==> src/rtl/imem_loader_pkg.sv <==
// Shared types and default sizes for the instruction-memory loader.
// The default sizes mirror the system-wide IMEM_SIZE / IMEM_ADDR_WIDTH macros.
package imem_loader_pkg;

    localparam int IMEM_SIZE_DEF       = 1024;
    localparam int IMEM_ADDR_WIDTH_DEF = 10;

    typedef enum logic [1:0] {
        IDLE   = 2'd0,
        LOAD   = 2'd1,
        WRITE  = 2'd2,
        FINISH = 2'd3
    } state_t;

endpackage

==> src/rtl/imem_word_packer.sv <==
// Big-endian byte-to-word packer: byte 0 lands in [31:24], byte 3 in [7:0].
// The word output already includes the byte being accepted this cycle.
module imem_word_packer (
    input  logic        clk,
    input  logic        rst_n,
    input  logic [7:0]  data,
    input  logic        accept,
    input  logic        clear,
    output logic [31:0] word,
    output logic        full
);

    logic [31:0] shreg;
    logic [1:0]  cnt;

    always_comb begin
        word = shreg;
        if (accept) begin
            case (cnt)
                2'd0:    word[31:24] = data;
                2'd1:    word[23:16] = data;
                2'd2:    word[15:8]  = data;
                default: word[7:0]   = data;
            endcase
        end
    end

    // Unfilled byte lanes stay zero, which gives the padding of a short last word.
    assign full = (cnt == 2'd3);

    always_ff @(posedge clk or negedge rst_n) begin
        if (!rst_n) begin
            shreg <= 32'h0;
            cnt   <= 2'd0;
        end else if (clear) begin
            shreg <= 32'h0;
            cnt   <= 2'd0;
        end else if (accept) begin
            shreg <= word;
            cnt   <= cnt + 2'd1;
        end
    end

endmodule

==> src/rtl/imem_loader.sv <==
// Program loader: packs a byte stream into 32-bit words, writes them to the
// instruction memory write port and holds the CPU in reset while loading.
module imem_loader
    import imem_loader_pkg::*;
#(
    parameter int          IMEM_SIZE       = IMEM_SIZE_DEF,
    parameter int          IMEM_ADDR_WIDTH = IMEM_ADDR_WIDTH_DEF,
    parameter logic [31:0] BASE_ADDR       = 32'h0000_0000
) (
    input  logic        clk,
    input  logic        rst_n,
    input  logic        start,
    input  logic [7:0]  in_data,
    input  logic        in_valid,
    input  logic        in_last,
    output logic        in_ready,
    output logic        we,
    output logic [31:0] waddr,
    output logic [31:0] wdata,
    output logic        cpu_hold,
    output logic        done,
    output logic [15:0] word_count,
    output logic        err_partial,
    output logic        err_overflow
);

    // Word index must be able to hold the capacity value itself (IMEM_SIZE/4).
    localparam int               IDX_W = IMEM_ADDR_WIDTH - 1;
    localparam logic [IDX_W-1:0] CAP   = IDX_W'(IMEM_SIZE / 4);

    state_t           state, next_state;
    logic [IDX_W-1:0] widx;
    logic             last_seen;
    logic             accept, at_cap, take, word_end, clear;
    logic [31:0]      word;
    logic             full;

    assign at_cap   = (widx == CAP);
    assign accept   = in_valid && in_ready;
    assign take     = accept && !at_cap;
    assign word_end = take && (full || in_last);
    assign clear    = ((state == IDLE) && start) || (state == WRITE);

    imem_word_packer u_packer (
        .clk    (clk),
        .rst_n  (rst_n),
        .data   (in_data),
        .accept (take),
        .clear  (clear),
        .word   (word),
        .full   (full)
    );

    always_comb begin
        next_state = state;
        case (state)
            IDLE:   if (start) next_state = LOAD;
            LOAD: begin
                if (accept) begin
                    if (at_cap) begin
                        if (in_last) next_state = FINISH;
                    end else if (full || in_last) begin
                        next_state = WRITE;
                    end
                end
            end
            WRITE:  next_state = last_seen ? FINISH : LOAD;
            FINISH: next_state = IDLE;
            default: next_state = IDLE;
        endcase
    end

    // All handshake and memory-port outputs are registered from next_state.
    always_ff @(posedge clk or negedge rst_n) begin
        if (!rst_n) begin
            state        <= IDLE;
            in_ready     <= 1'b0;
            cpu_hold     <= 1'b0;
            done         <= 1'b0;
            we           <= 1'b0;
            waddr        <= 32'h0;
            wdata        <= 32'h0;
            widx         <= '0;
            last_seen    <= 1'b0;
            err_partial  <= 1'b0;
            err_overflow <= 1'b0;
        end else begin
            state    <= next_state;
            in_ready <= (next_state == LOAD);
            cpu_hold <= (next_state == LOAD) || (next_state == WRITE);
            done     <= (next_state == FINISH);
            we       <= word_end;
            if (word_end) begin
                waddr <= BASE_ADDR + 32'({widx, 2'b00});
                wdata <= word;
            end
            if ((state == IDLE) && start) begin
                widx         <= '0;
                last_seen    <= 1'b0;
                err_partial  <= 1'b0;
                err_overflow <= 1'b0;
            end
            if (state == WRITE) widx <= widx + 1'b1;
            if (accept && at_cap) err_overflow <= 1'b1;
            if (take && in_last) begin
                last_seen <= 1'b1;
                if (!full) err_partial <= 1'b1;
            end
        end
    end

    assign word_count = 16'(widx);

endmodule

==> config.mk <==
export PLATFORM = sky130hd
export DESIGN_NAME = imem_loader
export DESIGN_NICKNAME = d
export VERILOG_FILES = /design/src/rtl/imem_loader_pkg.sv /design/src/rtl/imem_word_packer.sv /design/src/rtl/imem_loader.sv
export SDC_FILE = /design/constraint.sdc
export NUM_CORES = 1
export LEC_CHECK = 0
export BUFFER_PORTS_ARGS = -buffer_cell sky130_fd_sc_hd__buf_2
export CORE_ASPECT_RATIO = 0.5
export CORE_MARGIN = 2
export CORE_UTILIZATION = 50
export DETAILED_ROUTE_END_ITERATION = 12
export GPL_TIMING_DRIVEN = 0
export HOLD_SLACK_MARGIN = 0.02
export PLACE_DENSITY = 0.75
export SLEW_MARGIN = 20
export SYNTH_ARGS = -nofsm -noshare
export SYNTH_HDL_FRONTEND = slang
export SYNTH_SLANG_ARGS = --single-unit
==> constraint.sdc <==
create_clock -name clk -period 2.5 [get_ports clk]
set_input_delay 0.375 -clock clk [delete_from_list [all_inputs] [get_ports clk]]
set_output_delay 0.375 -clock clk [all_outputs]
set_load 0.02 [all_outputs]
==> Yosys cells after proc, flatten, opt, wreduce, memory -nomap -nowiden <==
Index checks and enable logic that the tools add are counted.
{ "totals": {"regBits": 93, "inputBits": 13} }
{ "op_classes": {"add_sub_neg": 2, "n_eq_ne": 10, "muxes": 24, "n_reduce_logical": 17} }
{ "ops": {"columns": ["cell", "n"], "rows": [
  ["$mux 32", 3],
  ["$mux 8", 4],
  ["$mux 9", 2],
  ["$mux 2", 8],
  ["$eq 2x2->1 const B", 6],
  ["$add 9x1->9 const B", 1],
  ["$eq 9x9->1 const B", 1],
  ["$pmux 2 s4", 1],
  ["$reduce_bool 2->1", 4],
  ["$eq 2x1->1 const B", 3],
  ["$logic_and 1x1->1", 6],
  ["$mux 1", 6],
  ["$logic_not 2->1", 2],
  ["$logic_or 1x1->1", 3],
  ["$reduce_or 3->1", 1],
  ["$add 2x1->2 const B", 1],
  ["$logic_not 1->1", 1]
]} }

==> Longest topological paths before layout <==
Gate-level depths: netlist of the first run.
{ "depth": {"ltp_word": 8, "depth_mapped": 8} }

==> Cells and area by module <==
A second synthesis of the first run with hierarchy kept.
{ "unflattened": {"hier_cells": 361, "area_unflattened_um2": 4833.4} }
{ "modules_own_cells": {"columns": ["module", "n_inst", "cells_each", "area_each_um2"], "rows": [
  ["imem_loader", 1, 196, 2762.6],
  ["imem_word_packer", 1, 165, 2070.7]
]} }

==> Worst setup path after synthesis of the first run <==
OpenSTA, ideal clock, no wires.
{ "synth_timing": {"path_type": "reg-to-reg", "start": "reg widx[0]", "end": "reg cpu_hold", "arrival_time_ns": 1.956, "required_time_ns": 2.387, "path_slack_ns": 0.431, "path_stages_with_launch": 9, "n_path_buf": 1, "synth_period_minus_slack_ns": 2.069, "cell_sequence": "dfrtp_1 inv_1 ha_1 nor4b_2 a21oi_2 buf_6 o21ai_0 ha_1 inv_1"} }
{ "synth_via": {"elab_chain_len": 6} }
{ "synth_lines": {"columns": ["item", "line", "text"], "rows": [
  ["from (decl)", "imem_loader.sv:32", "logic [IDX_W-1:0] widx;"],
  ["from (signal assigned)", "imem_loader.sv:103", "if (state == WRITE) widx <= widx + 1'b1;"],
  ["$eq 9x9->1 *", "imem_loader.sv:38", "assign at_cap = (widx == CAP);"],
  ["$mux 2 *", "imem_loader.sv:60", "if (at_cap) begin"],
  ["$mux 2 *", "imem_loader.sv:59", "if (accept) begin"],
  ["$pmux 2 s4 *", "imem_loader.sv:56", "case (state)"],
  ["$eq 2x1->1 or $eq 2x2->1 (tied branches)", "imem_loader.sv:90", "cpu_hold <= (next_state == LOAD) || (next_state == WRITE);"],
  ["$logic_or 1x1->1 *", "imem_loader.sv:90", null],
  ["to (signal assigned)", "imem_loader.sv:90", null],
  ["to (decl)", "imem_loader.sv:20", "output logic cpu_hold,"]
]} }
Every way passes the cells marked *; elsewhere a longest branch is shown, timed or not.
A chain may end at the register's enable or synchronous reset.

==> Final worst setup path of the first run <==
Same ends and word-level chain as after synthesis.

==> results.sh, run 1 <==
export IMPL_status="complete, no violations"
export IMPL_cts_tree="yes"
export IMPL_synth_cell_types=34
export IMPL_clock_sinks=93
export IMPL_drtAntennaViolNets=0
export IMPL_ys_warn_count=0
export IMPL_wl_per_cell_um=16.1
export IMPL_max_slew_margin_pct=52.2
export IMPL_p_per_area_nw_per_um2=1080
export IMPL_core_um2=9320
export IMPL_synth_flop_cell="dfrtp_1"
export IMPL_vias=3066
export IMPL_seqCellArea_um2=2330
export IMPL_start_kind="flop"
export IMPL_rsz0062_at_grt="no"
export IMPL_initial_utilization_pct=50.8
export IMPL_async_flop_share_pct=100
export IMPL_drive_gt1_share_pct=42.1
export IMPL_grt_usage_pct=20.1
export IMPL_area_delta_synth_final_pct=20.3
export IMPL_antenna_cells=0
export IMPL_power_mw=6.16
export IMPL_dr_pass1_iters=4
export IMPL_cts_buffer_depth=2
export IMPL_critPathArrivalTime_ns=2.60
export IMPL_critical_path_max_fanout=10
export IMPL_tns_ns=0
export IMPL_skew_ns=0.00851
export IMPL_end_kind="flop"
export IMPL_placed_cells=591
export IMPL_antenna_found_initial=0
export IMPL_p_leak_nw=3.10
export IMPL_synth_seq_cells=93
export IMPL_synth_area_leader_cell="dfrtp_1"
export IMPL_cts_htree_levels=3
export IMPL_irDropWorstVdd_v=0.000385
export IMPL_fmax_ghz=0.431
export IMPL_multiInputGateArea_um2=2150
export IMPL_synth_top_area_share_pct=49.1
export IMPL_crit_required_ns=2.78
export IMPL_setup_viol=0
export IMPL_dp_slack_ns=0.144
export IMPL_port_buffers=68
export IMPL_finalCritPeriodShare_pct=92.8
export IMPL_min_path_type="input port to flop"
export IMPL_synth_edff_count=0
export IMPL_dieArea_um2=10300
export IMPL_final_area_um2=5700
export IMPL_rows=25
export IMPL_yosysMostFrequentCell="dfrtp_1"
export IMPL_grt_ovfl_total=0
export IMPL_vias_per_cell=5.04
export IMPL_fin_hold_ws_ns=0.321
export IMPL_maxCapViolCount=0
export IMPL_numCtsBuffers=9
export IMPL_insertion_delay_ns=0.34
export IMPL_slew_viol_final=0
export IMPL_wl_um=9790
export IMPL_final_hold_violation_count=0
export IMPL_grt_pass1_wl_um=15700
export IMPL_die_h_um=72.8
export IMPL_syn_area_um2=4740
export IMPL_fillers=742
export IMPL_criticalPathCategory="flop to flop"
export IMPL_period_minus_slack_ns=2.32
export IMPL_tightest_slew_ns=0.717
export IMPL_root_buffer="clkbuf_16"
export IMPL_dpl_hpwl_um=6650
export IMPL_grt_max_degree=69
export IMPL_ys_seq_area_share_pct=49.1
export IMPL_placed_area_um2=5370
export IMPL_finish_utilization_pct=61.2
export IMPL_synth_commonest_cells="dfrtp_1 (93), nand2_1 (57), mux2i_1 (38), mux2_4 (37), mux2_2 (36)"
export IMPL_fin_nets=503
export IMPL_die_w_um=142
export IMPL_clk_pin_slew_ns=0.06
export IMPL_drt_drc_violations_left=0
export IMPL_setup_ws_ns=0.181
export IMPL_drt_iter0_drc=136
export IMPL_postSynthCellCount=372
export IMPL_ios=99
export IMPL_ys_top_cells_by_area="dfrtp_1 (49%), mux2_4 (12%), mux2_2 (8.6%)"
export IMPL_first_global_vias=2984
export IMPL_finalWeightedCongestion=0.767
export IMPL_post_cts_buffers=0
export IMPL_synth_avg_cell_area_um2=12.7
export IMPL_fin_cells=608
final timing paths:
check                        startpoint            to  slack, ns  depth (start not counted)
setup / recovery                widx[0]      cpu_hold       0.18                          8
hold / removal                  in_last     last_seen       0.32                          2
setup reg to reg                widx[0]      cpu_hold       0.18                          8
hold reg to reg            err_overflow  err_overflow       0.48                          2
max in group asynchronous         rst_n            we       1.44                          3
min in group asynchronous         rst_n     wdata[19]       0.45                          2
report_power, final:
part	total, mW	leakage (nW)	internal [mW]	switching, mW
logic	2.49	1.70	1.13	1.36
clock network	1.40	0.148	0.829	0.568
registers	2.27	1.25	1.99	0.285
what timing repair did:
| item | in CTS | in global routing |
|---|---|---|
| resized for setup | 0 | 1 |
| setup endpoints to repair | 0 | 7 |
| hold buffers | 1 | 0 |
| endpoints found under the hold margin | 25 | 0 |
sequential cells by signal, indices dropped and copies added (netlist names):
signal and count:
u_packer.shreg 32, wdata 32, waddr 9, widx 9
state 2, u_packer.cnt 2, cpu_hold 1, done 1
err_overflow 1, err_partial 1, in_ready 1, last_seen 1
we 1
layer usage:
| layer | vias up | wire length [um] | GRT usage [%] |
|---|---|---|---|
| li1 | 1447 | - | - |
| met1 | 1526 | 4530 | 26.7 |
| met2 | 85 | 4760 | 34.0 |
| met3 | 8 | 432 | 4.92 |
| met4 | 0 | 77 | 5.00 |
| met5 | - | 0 | 0 |
area by class of cell:
type | instances | area share [%]
clock buffers | 11 | 4.43
repair buffers | 70 | 6.74
well taps | 121 | 2.65
multi-input cells | 251 | 37.8
inverters | 8 | 0.527
clock inverters | 5 | 1.03
plain buffers | 49 | 6.06
flip-flops and latches | 93 | 40.8
cell usage in the layout (no fill, tap or decap), drive strengths merged:
cell type,count
dlygate4sd3,1
buf,109
a22o,3
o21ai,6
nand2,57
mux2i,38
nand4,3
conb,30
bufinv,1
nor2b,3
and2,2
or3b,1
ha,8
nor4b,2
dfrtp,93
xnor2,1
a32o,1
clkinv,2
clkbuf,20
inv,8
a222oi,1
a21oi,4
and4b,1
clkinvlp,2
nor3b,1
o211ai,5
and3,2
a32oi,1
nand3,4
or4b,2
o21bai,1
and3b,1
mux2,73
critical path, stage by stage (launching register included):
cell and delay [ns]:
dfrtp_1 0.45, inv_1 0.11, ha_1 0.16, nor4b_2 0.52, a21oi_2 0.30, buf_6 0.26
o21ai_0 0.16, ha_1 0.25, inv_1 0.05
kinds of logic (layout without fill, tap and decap cells):
kind of cell             count (synthesis)  in the layout  synth area share (%)
AO/OA/AOI/OAI                           22             22                  4.20
XOR/XNOR                                 1              1                 0.185
adder cells (fa/ha/maj)                  8              8                  2.11
buffers and inverters                   57            143                  7.92
flip-flops                              93             93                  49.1
multiplexers                           111            111                  28.3
other                                    1             30                0.0791
AND/OR/NAND/NOR                         79             79                  8.10
(Power assumes the default switching activity.)
==> run 2: changes to the inputs <==
--- a/config.mk
+++ b/config.mk
@@ -13,7 +13,7 @@
 export GPL_TIMING_DRIVEN = 0
 export HOLD_SLACK_MARGIN = 0.02
 export PLACE_DENSITY = 0.75
-export SLEW_MARGIN = 20
+export RECOVER_POWER = 50
 export SYNTH_ARGS = -nofsm -noshare
 export SYNTH_HDL_FRONTEND = slang
 export SYNTH_SLANG_ARGS = --single-unit
==> run 2 against run 1 <==
Largest power group unchanged. Critical path depth fell by 2. Critical path type unchanged. Worst setup slack got worse by 0.059 ns. Utilization fell by 0.72 points. Clock skew barely moved. Cell area fell by 1.2%.
==> results.sh, run 2 (synthesis gave the netlist of run 1 again) <==
export IMPL_status="complete, no violations"
export IMPL_initial_utilization_pct=50.8
export IMPL_ios=99
export IMPL_min_path_type="input port to flop"
export IMPL_grt_ovfl_total=0
export IMPL_p_per_area_nw_per_um2=1090
export IMPL_p_leak_nw=2.98
export IMPL_wl_um=9810
export IMPL_antenna_found_initial=0
export IMPL_final_common_cell="dfrtp_1"
export IMPL_drive_gt1_share_pct=35.7
export IMPL_finish_utilization_pct=60.5
export IMPL_vias_per_cell=5.04
export IMPL_critical_path_max_fanout=9
export IMPL_first_global_vias=3015
export IMPL_skew_ns=0.00822
export IMPL_finalCritPeriodShare_pct=95.1
export IMPL_cts_tree="yes"
export IMPL_final_hold_violation_count=0
export IMPL_drt_iter0_drc=151
export IMPL_clk_pin_slew_ns=0.06
export IMPL_finalWeightedCongestion=0.767
export IMPL_max_slew_margin_pct=9.26
export IMPL_numCtsBuffers=9
export IMPL_busiest_layer="met2"
export IMPL_clock_sinks=93
export IMPL_dpl_hpwl_um=6580
export IMPL_slew_viol_final=0
export IMPL_drt_drc_violations_left=0
export IMPL_maxCapViolCount=0
export IMPL_period_minus_slack_ns=2.38
export IMPL_setup_ws_ns=0.122
export IMPL_irDropWorstVdd_v=0.000388
export IMPL_drtAntennaViolNets=0
export IMPL_grt_pass1_wl_um=15900
export IMPL_cts_buffer_depth=2
export IMPL_grt_usage_pct=20.5
export IMPL_power_mw=6.14
export IMPL_rows=25
export IMPL_insertion_delay_ns=0.34
export IMPL_final_cell_mix="dfrtp_1 (93), nand2_1 (57), clkbuf_1 (40), buf_2 (40), mux2i_1 (38)"
export IMPL_dp_slack_ns=0.152
export IMPL_die_h_um=72.8
export IMPL_start_kind="flop"
export IMPL_antenna_cells=0
export IMPL_cts_resized=0
export IMPL_end_kind="flop"
export IMPL_vias=3067
export IMPL_tightest_slew_ns=1.36
export IMPL_cts_htree_levels=3
export IMPL_grt_max_degree=69
export IMPL_area_delta_synth_final_pct=18.9
export IMPL_port_buffers=68
export IMPL_core_um2=9320
export IMPL_rsz0062_at_grt="yes"
export IMPL_critPathArrivalTime_ns=2.64
export IMPL_grt_use_met2_pct=32.5
export IMPL_post_cts_buffers=0
export IMPL_met3_usage_pct=5.45
export IMPL_criticalPathCategory="flop to flop"
export IMPL_die_w_um=142
export IMPL_dr_pass1_iters=5
export IMPL_fin_nets=503
export IMPL_root_buffer="clkbuf_16"
export IMPL_largest_registers="u_packer.shreg x32, wdata x32"
export IMPL_fmax_ghz=0.421
export IMPL_wl_per_cell_um=16.1
export IMPL_dieArea_um2=10300
export IMPL_crit_required_ns=2.76
export IMPL_use_met1_pct=28.0
export IMPL_setup_viol=0
==> run 2: power breakdown <==
group          internal (mW)  total [mW]  switching (mW)
logic                   1.09        2.43            1.35
clock network          0.875        1.43           0.550
registers               1.99        2.28           0.292
==> run 2: timing repair <==
item,4_1_cts,5_1_grt
hold buffers,1,0
endpoints found under the hold margin,25,0
setup endpoints to repair,0,2
==> run 2: path summary, 6_finish.rpt <==
| path | to | depth (start not counted) | slack (ns) | start |
|---|---|---|---|---|
| max | u_packer.shreg[29] | 6 | 0.12 | u_packer.cnt[0] |
| min | last_seen | 2 | 0.32 | in_last |
| max reg2reg | u_packer.shreg[29] | 6 | 0.12 | u_packer.cnt[0] |
| min reg2reg | err_partial | 1 | 0.50 | err_partial |
| max in group asynchronous | waddr[5] | 3 | 0.37 | rst_n |
| min in group asynchronous | wdata[19] | 2 | 0.87 | rst_n |
==> run 2: final cells by class <==
type                       instances  area [um2]
buffer                            49         345
clock buffer                      12         236
clock inverter                     4        72.6
fill                             751        3690
inverter                           8        30.0
multi-input combinational        251        2150
sequential                        93        2330
tap                              121         151
timing repair buffer              70         327
==> run 2: stage by stage <==
stage                     std cells  area, um2  hold WS, ns  setup TNS, ns
after floorplan                 401       4850       0.0794              0
after CTS                       608       5690        0.308              0
after global routing            608       5640        0.316        -0.0183
final                           608       5640        0.318              0
after detailed placement        591       5370        0.311              0
after global placement          590       5340        0.476              0
==> run 2: worst max-delay path: stages, from the launching register on <==
cell and delay, ns:
dfrtp_1 0.42, inv_1 0.13, ha_1 0.15, clkbuf_1 0.53
nand3_1 0.17, a21oi_2 0.63, mux2i_1 0.27
==> run 2: per-layer routing <==
layer	routed length, um	vias up
met4	127	0
li1	-	1449
met5	0	-
met2	4580	90
met3	490	13
met1	4620	1515
==> run 3: changes to the inputs <==
--- a/config.mk
+++ b/config.mk
@@ -7,13 +7,13 @@
 export LEC_CHECK = 0
 export BUFFER_PORTS_ARGS = -buffer_cell sky130_fd_sc_hd__buf_2
 export CORE_ASPECT_RATIO = 0.5
-export CORE_MARGIN = 2
 export CORE_UTILIZATION = 50
 export DETAILED_ROUTE_END_ITERATION = 12
 export GPL_TIMING_DRIVEN = 0
 export HOLD_SLACK_MARGIN = 0.02
 export PLACE_DENSITY = 0.75
 export RECOVER_POWER = 50
+export SLEW_MARGIN = 20
 export SYNTH_ARGS = -nofsm -noshare
 export SYNTH_HDL_FRONTEND = slang
 export SYNTH_SLANG_ARGS = --single-unit
==> run 3 against run 2 <==
Wire length grew 0.22%. Flip-flop and latch count is the same. Sequential share of layout area grew 0.18 points. Combinational power is essentially flat. Non-clock buffer count is the same. Global-route usage grew 1.3 points. Utilization grew 2.2 points. Maximum frequency grew 5.1%. Final cell count shrank 0.82%. Largest power group unchanged. Highest routed layer unchanged.
==> results.sh, run 3 (synthesis gave the netlist of run 1 again) <==
export IMPL_die_h_um=70.8
export IMPL_hold_depth=2
export IMPL_dpl_hpwl_um=6750
export IMPL_end_kind="flop"
export IMPL_skew_ns=0.00725
export IMPL_numCtsBuffers=9
export IMPL_area_delta_synth_final_pct=18.4
export IMPL_fin_nets=503
export IMPL_antenna_cells=0
export IMPL_power_mw=6.07
export IMPL_cts_tree="yes"
export IMPL_core_um2=8950
export IMPL_drt_iter0_drc=175
export IMPL_r2r_cells=6
export IMPL_cts_buffer_depth=2
export IMPL_cp_num_buf_inv=2
export IMPL_fmax_ghz=0.442
export IMPL_largest_registers="u_packer.shreg x32, wdata x32"
export IMPL_vias=3062
export IMPL_dr_pass1_iters=4
export IMPL_tns_ns=0
export IMPL_antenna_found_initial=0
export IMPL_rsz0062_at_grt="no"
export IMPL_cts_resized=0
export IMPL_holdCritStartpoint="in_last"
export IMPL_period_minus_slack_ns=2.26
export IMPL_final_cell_mix="dfrtp_1 (93), nand2_1 (57), clkbuf_1 (39), buf_2 (39), mux2i_1 (38)"
export IMPL_fillers=713
export IMPL_port_buffers=68
export IMPL_irDropWorstVdd_v=0.000519
export IMPL_max_slew_margin_pct=41.3
export IMPL_cts_htree_levels=3
export IMPL_vias_per_cell=5.08
export IMPL_start_kind="flop"
export IMPL_post_cts_buffers=0
export IMPL_finish_utilization_pct=62.7
export IMPL_r2r_start="u_packer.cnt[0]"
export IMPL_finalWeightedCongestion=0.815
export IMPL_maxCapViolCount=0
export IMPL_cp_cell_sequence="inv_1, ha_1, clkbuf_1, nand3_1, a21oi_2, mux2i_1"
export IMPL_wl_per_cell_um=16.3
export IMPL_crit_path_start="u_packer.cnt[0]"
export IMPL_grt_usage_pct=21.8
export IMPL_status="complete, no violations"
export IMPL_reg2reg_slack_ns=0.24
export IMPL_ios=99
export IMPL_crit_family="buffers and inverters"
export IMPL_rows=24
export IMPL_finalCritPeriodShare_pct=90.5
export IMPL_die_w_um=140
export IMPL_p_per_area_nw_per_um2=1080
export IMPL_min_path_type="input port to flop"
export IMPL_max_stage_delay_ns=0.56
export IMPL_drt_drc_violations_left=0
export IMPL_tightest_slew_ns=0.880
export IMPL_critical_path_max_fanout=9
export IMPL_final_common_cell="dfrtp_1"
export IMPL_dieArea_um2=9900
export IMPL_postCtsHoldBufs=1
export IMPL_grt_max_degree=58
export IMPL_initial_utilization_pct=53.0
export IMPL_insertion_delay_ns=0.34
export IMPL_fin_hold_ws_ns=0.332
export IMPL_criticalPathCategory="flop to flop"
export IMPL_crit_slowest_cell="a21oi_2"
export IMPL_final_hold_violation_count=0
export IMPL_crit_required_ns=2.76
export IMPL_drtAntennaViolNets=0
export IMPL_p_leak_nw=2.97
export IMPL_clk_pin_slew_ns=0.06
export IMPL_root_buffer="clkbuf_16"
export IMPL_wl_um=9830
export IMPL_hold_end="last_seen"
export IMPL_slew_viol_final=0
export IMPL_first_global_vias=3062
export IMPL_drive_gt1_share_pct=35.8
export IMPL_grt_pass1_wl_um=16200
export IMPL_reg2reg_to="u_packer.shreg[26]"
export IMPL_critPathArrivalTime_ns=2.53
export IMPL_setup_viol=0
export IMPL_clock_sinks=93
export IMPL_grt_ovfl_total=0
run 3: cell count changes in the layout (fill, tap and decap cells not counted):
cell	previous run	this run
buf_2	40	39
buf_6	7	6
bufinv_16	2	1
clkbuf_1	40	39
clkbuf_2	0	1
clkbuf_4	0	1
clkbuf_8	0	1
clkinv_2	1	0
clkinv_4	0	1
run 3: power breakdown:
part / switching [mW] / leakage, nW / internal [mW]
sequential: 0.303 / 1.25 / 1.99
combinational: 1.34 / 1.58 / 1.08
clock: 0.556 / 0.139 / 0.799
total: 2.20 / 2.97 / 3.87
run 3: per-stage QoR:
stage	worst slack, ns	cells	cell area (um2)
global route	0.0645	603	5610
finish	0.238	603	5610
CTS	0.224	603	5670
floorplan	0.431	401	4850
detailed placement	0.236	587	5370
global placement	0.142	586	5340
run 3: area by class of cell:
cell class,instances,area [um2],share of cell area [%]
sequential,93,2330,41.5
multi-input combinational,251,2150,38.2
buffer,49,345,6.16
timing repair buffer,70,323,5.75
clock buffer,12,246,4.39
tap,117,146,2.61
clock inverter,3,46.3,0.825
inverter,8,30.0,0.535
run 3: per-layer routing:
metal	wire, um	share of wire [%]	global-route usage [%]
met3	508	5.2	5.69
met1	4610	47	29.3
met4	125	1.3	7.69
met5	0	0	0
met2	4590	47	34.7
run 3: worst max path at each step:
stage / cells after the start / to / slack, ns
floorplan: 8 / cpu_hold / 0.43
global placement: 1 / we / 0.14
detailed placement: 6 / u_packer.shreg[27] / 0.24
CTS: 6 / u_packer.shreg[26] / 0.22
global route: 6 / u_packer.shreg[25] / 0.06
finish: 6 / u_packer.shreg[26] / 0.24
